[src/rtl/bp_cfg_bus_loader.sv]
// Boot-time config-bus master: after reset it freezes every core, streams CCE microcode
// from a ROM into each CCE, sets the CCE mode and finally unfreezes all cores.
module bp_cfg_bus_loader #(
  parameter int num_core_p              = 1,
  parameter int num_cce_instr_ram_els_p = 256,
  parameter int cfg_core_width_p        = 8,
  parameter int cfg_addr_width_p        = 16,
  parameter int cfg_data_width_p        = 32,
  parameter int cce_mode_p              = 1,
  localparam int instr_w_lp = (num_cce_instr_ram_els_p > 1) ? $clog2(num_cce_instr_ram_els_p) : 1
) (
  input  logic                        clk_i,
  input  logic                        reset_i,
  output logic                        cfg_v_o,
  input  logic                        cfg_ready_i,
  output logic [cfg_core_width_p-1:0] cfg_core_o,
  output logic [cfg_addr_width_p-1:0] cfg_addr_o,
  output logic [cfg_data_width_p-1:0] cfg_data_o,
  output logic [instr_w_lp-1:0]       rom_addr_o,
  input  logic [cfg_data_width_p-1:0] rom_data_i,
  output logic                        done_o
);

  localparam int core_w_lp = (num_core_p > 1) ? $clog2(num_core_p) : 1;

  localparam logic [cfg_addr_width_p-1:0] freeze_addr_lp = cfg_addr_width_p'(16'h0001);
  localparam logic [cfg_addr_width_p-1:0] mode_addr_lp   = cfg_addr_width_p'(16'h0002);
  localparam logic [cfg_addr_width_p-1:0] ucode_base_lp  = cfg_addr_width_p'(16'h8000);

  localparam logic [core_w_lp-1:0]  last_core_lp  = core_w_lp'(num_core_p - 1);
  localparam logic [instr_w_lp-1:0] last_instr_lp = instr_w_lp'(num_cce_instr_ram_els_p - 1);

  typedef enum logic [2:0] {
    e_freeze,
    e_fetch,
    e_ucode,
    e_mode,
    e_unfreeze,
    e_done
  } state_e;

  state_e                state_r;
  logic [core_w_lp-1:0]  core_cnt_r;
  logic [instr_w_lp-1:0] instr_cnt_r;

  logic                  accept;
  logic                  last_core;
  logic                  last_instr;
  logic [core_w_lp-1:0]  core_nxt;

  function automatic logic [cfg_core_width_p-1:0] core_id(input logic [core_w_lp-1:0] c);
    return cfg_core_width_p'(c);
  endfunction

  function automatic logic [cfg_addr_width_p-1:0] ucode_addr(input logic [instr_w_lp-1:0] i);
    return ucode_base_lp + cfg_addr_width_p'(i);
  endfunction

  assign accept     = cfg_v_o & cfg_ready_i;
  assign last_core  = (core_cnt_r == last_core_lp);
  assign last_instr = (instr_cnt_r == last_instr_lp);
  assign core_nxt   = core_cnt_r + core_w_lp'(1);

  // The instruction counter doubles as the ROM address, so the ROM sees the new
  // address for the whole e_fetch cycle and its data is sampled at the following edge.
  assign rom_addr_o = instr_cnt_r;

  always_ff @(posedge clk_i) begin
    if (reset_i) begin
      state_r     <= e_freeze;
      core_cnt_r  <= '0;
      instr_cnt_r <= '0;
      cfg_v_o     <= 1'b0;
      cfg_core_o  <= '0;
      cfg_addr_o  <= '0;
      cfg_data_o  <= '0;
      done_o      <= 1'b0;
    end else begin
      case (state_r)
        e_freeze: begin
          if (!cfg_v_o) begin
            cfg_v_o    <= 1'b1;
            cfg_core_o <= core_id(core_cnt_r);
            cfg_addr_o <= freeze_addr_lp;
            cfg_data_o <= cfg_data_width_p'(1);
          end else if (accept) begin
            if (last_core) begin
              core_cnt_r <= '0;
              cfg_v_o    <= 1'b0;
              state_r    <= e_fetch;
            end else begin
              core_cnt_r <= core_nxt;
              cfg_core_o <= core_id(core_nxt);
            end
          end
        end

        e_fetch: begin
          cfg_v_o    <= 1'b1;
          cfg_core_o <= core_id(core_cnt_r);
          cfg_addr_o <= ucode_addr(instr_cnt_r);
          cfg_data_o <= rom_data_i;
          state_r    <= e_ucode;
        end

        e_ucode: begin
          if (accept) begin
            cfg_v_o <= 1'b0;
            state_r <= e_fetch;
            if (last_instr) begin
              instr_cnt_r <= '0;
              if (last_core) begin
                core_cnt_r <= '0;
                cfg_v_o    <= 1'b1;
                cfg_core_o <= core_id('0);
                cfg_addr_o <= mode_addr_lp;
                cfg_data_o <= cfg_data_width_p'(cce_mode_p);
                state_r    <= e_mode;
              end else begin
                core_cnt_r <= core_nxt;
              end
            end else begin
              instr_cnt_r <= instr_cnt_r + instr_w_lp'(1);
            end
          end
        end

        e_mode: begin
          if (accept) begin
            if (last_core) begin
              core_cnt_r <= '0;
              cfg_core_o <= core_id('0);
              cfg_addr_o <= freeze_addr_lp;
              cfg_data_o <= '0;
              state_r    <= e_unfreeze;
            end else begin
              core_cnt_r <= core_nxt;
              cfg_core_o <= core_id(core_nxt);
            end
          end
        end

        e_unfreeze: begin
          if (accept) begin
            if (last_core) begin
              core_cnt_r <= '0;
              cfg_v_o    <= 1'b0;
              done_o     <= 1'b1;
              state_r    <= e_done;
            end else begin
              core_cnt_r <= core_nxt;
              cfg_core_o <= core_id(core_nxt);
            end
          end
        end

        default: begin
          cfg_v_o <= 1'b0;
          done_o  <= 1'b1;
          state_r <= e_done;
        end
      endcase
    end
  end

endmodule

[config.mk]
export PLATFORM = sky130hd
export DESIGN_NAME = bp_cfg_bus_loader
export DESIGN_NICKNAME = d
export VERILOG_FILES = /design/src/rtl/bp_cfg_bus_loader.sv
export SDC_FILE = /design/constraint.sdc
export NUM_CORES = 1
export LEC_CHECK = 0
export CORE_MARGIN = 5
export CORE_UTILIZATION = 41
export CTS_CLUSTER_DIAMETER = 80
export DETAILED_ROUTE_END_ITERATION = 7
export PLACE_DENSITY_LB_ADDON = 0.1
export SKIP_LAST_GASP = 1
export SLEW_MARGIN = 0
export SYNTH_ARGS = -nofsm -noshare
export SYNTH_HDL_FRONTEND = slang
export SYNTH_SLANG_ARGS = --single-unit
[constraint.sdc]
create_clock -name clk_i -period 2.1 [get_ports clk_i]
set_clock_uncertainty 0.1 [all_clocks]
set_input_delay 0.42 -clock clk_i [delete_from_list [all_inputs] [get_ports clk_i]]
set_output_delay 0.42 -clock clk_i [all_outputs]
set_load 0.005 [all_outputs]
# Word level (Yosys, flattened, before mapping)
# Cells that the tools add are included.
[op_classes] n_eq_ne=16 bitwise=3 n_reduce_logical=13 n_addsub=3 mux=53
[op_table] operator="32-bit 2-to-1 mux" count=6
[op_table] operator="32-bit case mux with 4 select lines" count=1
[op_table] operator="16-bit 2-to-1 mux" count=6
[op_table] operator="8-bit 2-to-1 mux" count=8
[op_table] operator="16-bit case mux with 4 select lines" count=1
[op_table] operator="8-bit case mux with 5 select lines" count=1
[op_table] operator="3-bit 2-to-1 mux" count=8
[op_table] operator="2-bit inequality test, second input constant" count=11
[op_table] operator="16-bit by 8-bit adder with 16-bit output, first input constant" count=1
[op_table] operator="1-bit 2-to-1 mux" count=16
[op_table] operator="3-bit case mux with 5 select lines" count=1
[op_table] operator="8-bit by 1-bit adder with 8-bit output, second input constant" count=1
[op_table] operator="8-bit equality test, second input constant" count=1
[op_table] operator="4-bit AND reduction" count=2
[op_table] operator="8-bit AND reduction" count=1
[op_table] operator="7-bit AND reduction" count=1
[op_table] operator="3-bit by 2-bit equality test with 1-bit output, second input constant" count=2
[op_table] operator="1-bit case mux with 5 select lines" count=1
[op_table] operator="5-bit AND reduction" count=1
[op_table] operator="5-bit nonzero test" count=1
[op_table] operator="2-bit 2-to-1 mux" count=2
[op_table] operator="4-bit nonzero test" count=1
[op_table] operator="4-bit OR reduction" count=1
[op_table] operator="3-bit by 1-bit equality test with 1-bit output, second input constant" count=1
[op_table] operator="other kinds (11)" count=12
[word_totals] out_inout_bits=66 in_bits=35 regBits=70

# Longest topological paths before layout
[logic_depth] depth_word=5 ltp_mapped=6 ltp_nobuf=5

# Worst setup path after synthesis
# No wires, ideal clock.
[synth_path] path_type="register -> register" start="register instr_cnt_r[0] (netlist: rom_addr_o[0])" end="register cfg_data_o[27]" path_stages_with_launch=7 required_time_ns=1.883 setup_ns=0.117 slack_ns=0.291 synth_period_minus_slack_ns=1.809 arrival_ns=1.592 path_cell_list="dfxtp_1 ha_1 nand3_1 o211ai_1 a21oi_2 buf_2 a22o_1"
[synth_between] elab_chain_cells=3
[synth_rtl] item="start, declared" line_no="44" source="logic [instr_w_lp-1:0] instr_cnt_r;"
[synth_rtl] item="start signal, assigned" line_no="123" source="instr_cnt_r <= instr_cnt_r + instr_w_lp'(1);"
[synth_rtl] item="8-bit equality test" line_no="61" source="assign last_instr = (instr_cnt_r == last_instr_lp);"
[synth_rtl] item="2-bit inequality test (no source line)"
[synth_rtl] item="7-bit AND reduction (no source line)"
[synth_rtl] item="end signal, assigned" line_no="85" source="cfg_data_o <= cfg_data_width_p'(1);"
[synth_rtl] item="end signal, assigned" line_no="102" source="cfg_data_o <= rom_data_i;"
[synth_rtl] item="end signal, assigned" line_no="117" source="cfg_data_o <= cfg_data_width_p'(cce_mode_p);"
[synth_rtl] item="end, declared" line_no="18" source="output logic [cfg_data_width_p-1:0] cfg_data_o,"
# No other way between the ends.
# A chain may end at the register's enable or synchronous reset.

# Worst setup path after layout
[layout_path] start="register instr_cnt_r[4] (netlist: rom_addr_o[4])" end="output port rom_addr_o[4]"
[layout_lines] item="end, declared" line_no="19" source="output logic [instr_w_lp-1:0] rom_addr_o,"
# No word-level cell between the ends.

==> impl_metrics.yaml <==
timing:
  period_minus_slack_ps: 1859
  worst_slew_pin_slew_ps: 502.8
  slew_violations: 0
  min_period_over_period_pct: 88.54
  relSlewSlack_pct: 66.44
  setup_viol_count_final: 0
  fmax_mhz: 537.8
  hold_viol: 0
  rsz0062_at_grt: "no"
placement:
  place_area_um2: 3284
  port-buffer-count: 93
  place_hpwl_um: 3951
  place_congestion: 0.8312
route:
  vias_per_cell: 5.062
  drcViolationCount: 0
  dr.pass1.iters: 5
  wl_um: 5670
  wl_per_cell_um: 14.65
  postRouteAntennaNets: 0
  dr.first_iter.drc_count: 62
  num_vias: 1959
global_route:
  grt_usage_pct: 16.44
  antenna_found_initial: 0
  met1_usage_pct: 23.02
  overflow: 0
  grt_pass1_wl_um: 9370
  grt_pass1_vias: 1889
  grt_util_met3_pct: 5.726
  grt_util_met2_pct: 22.49
  grt.busiest_layer: "met1"
  grt_max_degree: 47
worst_setup_path:
  worstSetupPathType: "register to primary output"
  required_ps: 1580
  worstSetupStartpoint: "rom_addr_o[4]"
  endpoint: "rom_addr_o[4]"
  critPathMaxStageDelay_ps: 560
  r2r_setup_slack_ps: 250
  path_cells: "clkdlybuf4s50_1"
  worstSetupStartpointType: "register"
  crit_fanout: 7
  crit_slowest_cell: "clkdlybuf4s50_1"
  r2r_end: "cfg_data_o[11]"
  cp_data_arrival_time_ps: 1340
  crit_path_end_kind: "primary output"
  worstSetupPathDepth: 1
  rr_startpoint: "rom_addr_o[0]"
  path_buf_inv: 1
  rr_worst_depth: 7
  critPathTopFamily: "buffers and inverters"
final_layout:
  layout-drive-gt1-share_pct: 10.09
  num-nets-final: 349
  finalInstanceArea_um2: 3473
  final_core_util_pct: 66.73
  diodes: 0
  syn_to_final_growth_pct: 55.52
clock_network:
  cts_tree: "yes"
  clk_pin_slew_ps: 60
  post_cts_buffers: 0
  cts_made_buffers: 9
  clk_path_buf_depth: 2
  cts_num_sinks: 62
  cts_resized: 0
  ctsRootBufferMaster: "clkbuf_8"
  hold_buffers: 0
  htreeDepth: 3
  clk_latency_ps: 320
worst_hold_path:
  whs_path_depth: 1
  hp-class: "register to register"
floorplanning:
  dieArea_um2: 7023
  start_util_pct: 42.91
  die-height_um: 83.81
  rows: 26
  coreArea_um2: 5205
  fp.dieW_um: 83.81
  pin_count: 101
run:
  drv_cap: 0
power:
  peakVddDrop_v: 0.0003842
  p_comb_share_pct: 10.2
  clkPwrFrac_pct: 40.3
  p_per_area_nw_per_um2: 710.8
  p_sw_uw: 544.3
  power.leakage_uw: 0.001308
  power.internal_uw: 1925
  p_sw_share_pct: 22.04
  p_total_uw: 2469
  power_frac_seq_pct: 49.5
run_status:
  status: "complete, no violations"
synthesis:
  ys_ff_latch: 62
  yosys_warnings: 0
  synth-seq-area-share_pct: 55.57
  synth_top_flop_cell: "dfxtp_1"
  synth_cell_types: 40
  yosysTopAreaCell: "dfxtp_1"
  yosys-top-cells-count: "dfxtp_1, a22o_1, nor2_1"
  syn-instance-count: 213
  ys_async_sr_fraction_pct: 0
  synth_edf_count: 0
  netlist.area_leader.share_pct: 55.57
  yosysMostFrequentCell: "dfxtp_1"
  syn-cell-area_um2: 2233
  ys_top_cells_by_area: "dfxtp_1, a22o_1, and2_1"
  avgSynthCellArea_um2: 10.49
## state kept, by name, indices dropped and copies added (netlist names)
name	flops
rom_addr_o	8
cfg_data_o	32
cfg_core_o	8
done_o	1
cfg_v_o	1
state_r	3
cfg_addr_o	9
## worst min path at each step
stage,slack (ps),endpoint,startpoint
final,350,cfg_addr_o[15],cfg_addr_o[15]
after detailed placement,340,cfg_addr_o[15],cfg_addr_o[15]
after CTS,360,cfg_addr_o[15],cfg_addr_o[15]
after floorplan,350,cfg_addr_o[15],cfg_addr_o[15]
after global routing,370,cfg_addr_o[15],cfg_addr_o[15]
after global placement,330,cfg_addr_o[15],cfg_addr_o[15]
## stage by stage
| stage | setup slack (ps) | cells | hold WS [ps] | TNS, ps |
|---|---|---|---|---|
| 6_report | 240.6 | 387 | 353.7 | 0 |
| 5_1_grt | 107.4 | 387 | 373.2 | 0 |
| 4_1_cts | 206.5 | 387 | 357.0 | 0 |
| 3_5_place_dp | -32.22 | 372 | 340.7 | -46.01 |
| 3_3_place_gp | -13.68 | 372 | 334.9 | -13.68 |
| 2_1_floorplan | 291.2 | 219 | 351.1 | 0 |
## final cells by class
class                   count  area (um^2)
fillers                   417         1732
multi-input cells         132        902.1
flip-flops and latches     62         1241
inverters                   4        15.01
well taps                  70        87.58
clock inverters             4        47.55
repair buffers            104         1039
clock buffers              11        141.4
## worst reg2reg max path, stage by stage (launching register included)
cell	delay [ps]
dfxtp_1	450
ha_1	200
nand3_1	110
o211ai_1	240
buf_4	180
a21oi_4	60
buf_12	190
a22o_1	210
## placed cells by master (no fill, tap or decap), types with 3 or more instances in the layout
cell type        synthesis  final
and2_1                  10     10
inv_1                    4      4
nand2_1                  8      8
nor3b_1                  4      3
conb_1                   1      7
a31oi_1                  3      3
dfxtp_1                 62     62
buf_4                    7      9
or2_2                    3      3
nor2_1                  12     12
clkdlybuf4s50_1          0     93
or3_1                    3      3
xnor2_1                  3      3
nand3_1                  4      4
a22o_1                  37     37
clkbuf_8                 0     10
a21oi_1                 10     10
## layer usage
metal  wire, um  part of all wire [%]
met1       2883                    51
met2       2270                    40
met3        483                   8.5
met4         32                  0.56
met5          0                     0
## power by group through the flow
| stage | logic (uW) | clock network (uW) | registers (uW) |
|---|---|---|---|
| after CTS | 254 | 1030 | 1220 |
| after detailed placement | 252 | 0 | 1250 |
| after global placement | 251 | 0 | 1250 |
| after floorplan | 104 | 0 | 1250 |
| after global routing | 271 | 1080 | 1230 |
| final | 252 | 994 | 1220 |
## kinds of logic (layout without fill, tap and decap cells)
| family | Yosys count | after routing | synth area share [%] |
|---|---|---|---|
| AO/OA/AOI/OAI | 65 | 65 | 22.97 |
| XOR/XNOR | 3 | 3 | 1.177 |
| adder cells (fa/ha/maj) | 1 | 1 | 0.5601 |
| buffers and inverters | 25 | 123 | 5.602 |
| flip-flops | 62 | 62 | 55.57 |
| other | 1 | 7 | 0.1679 |
| AND/OR/NAND/NOR | 56 | 56 | 13.95 |
Power figures use the tool's default switching activity.
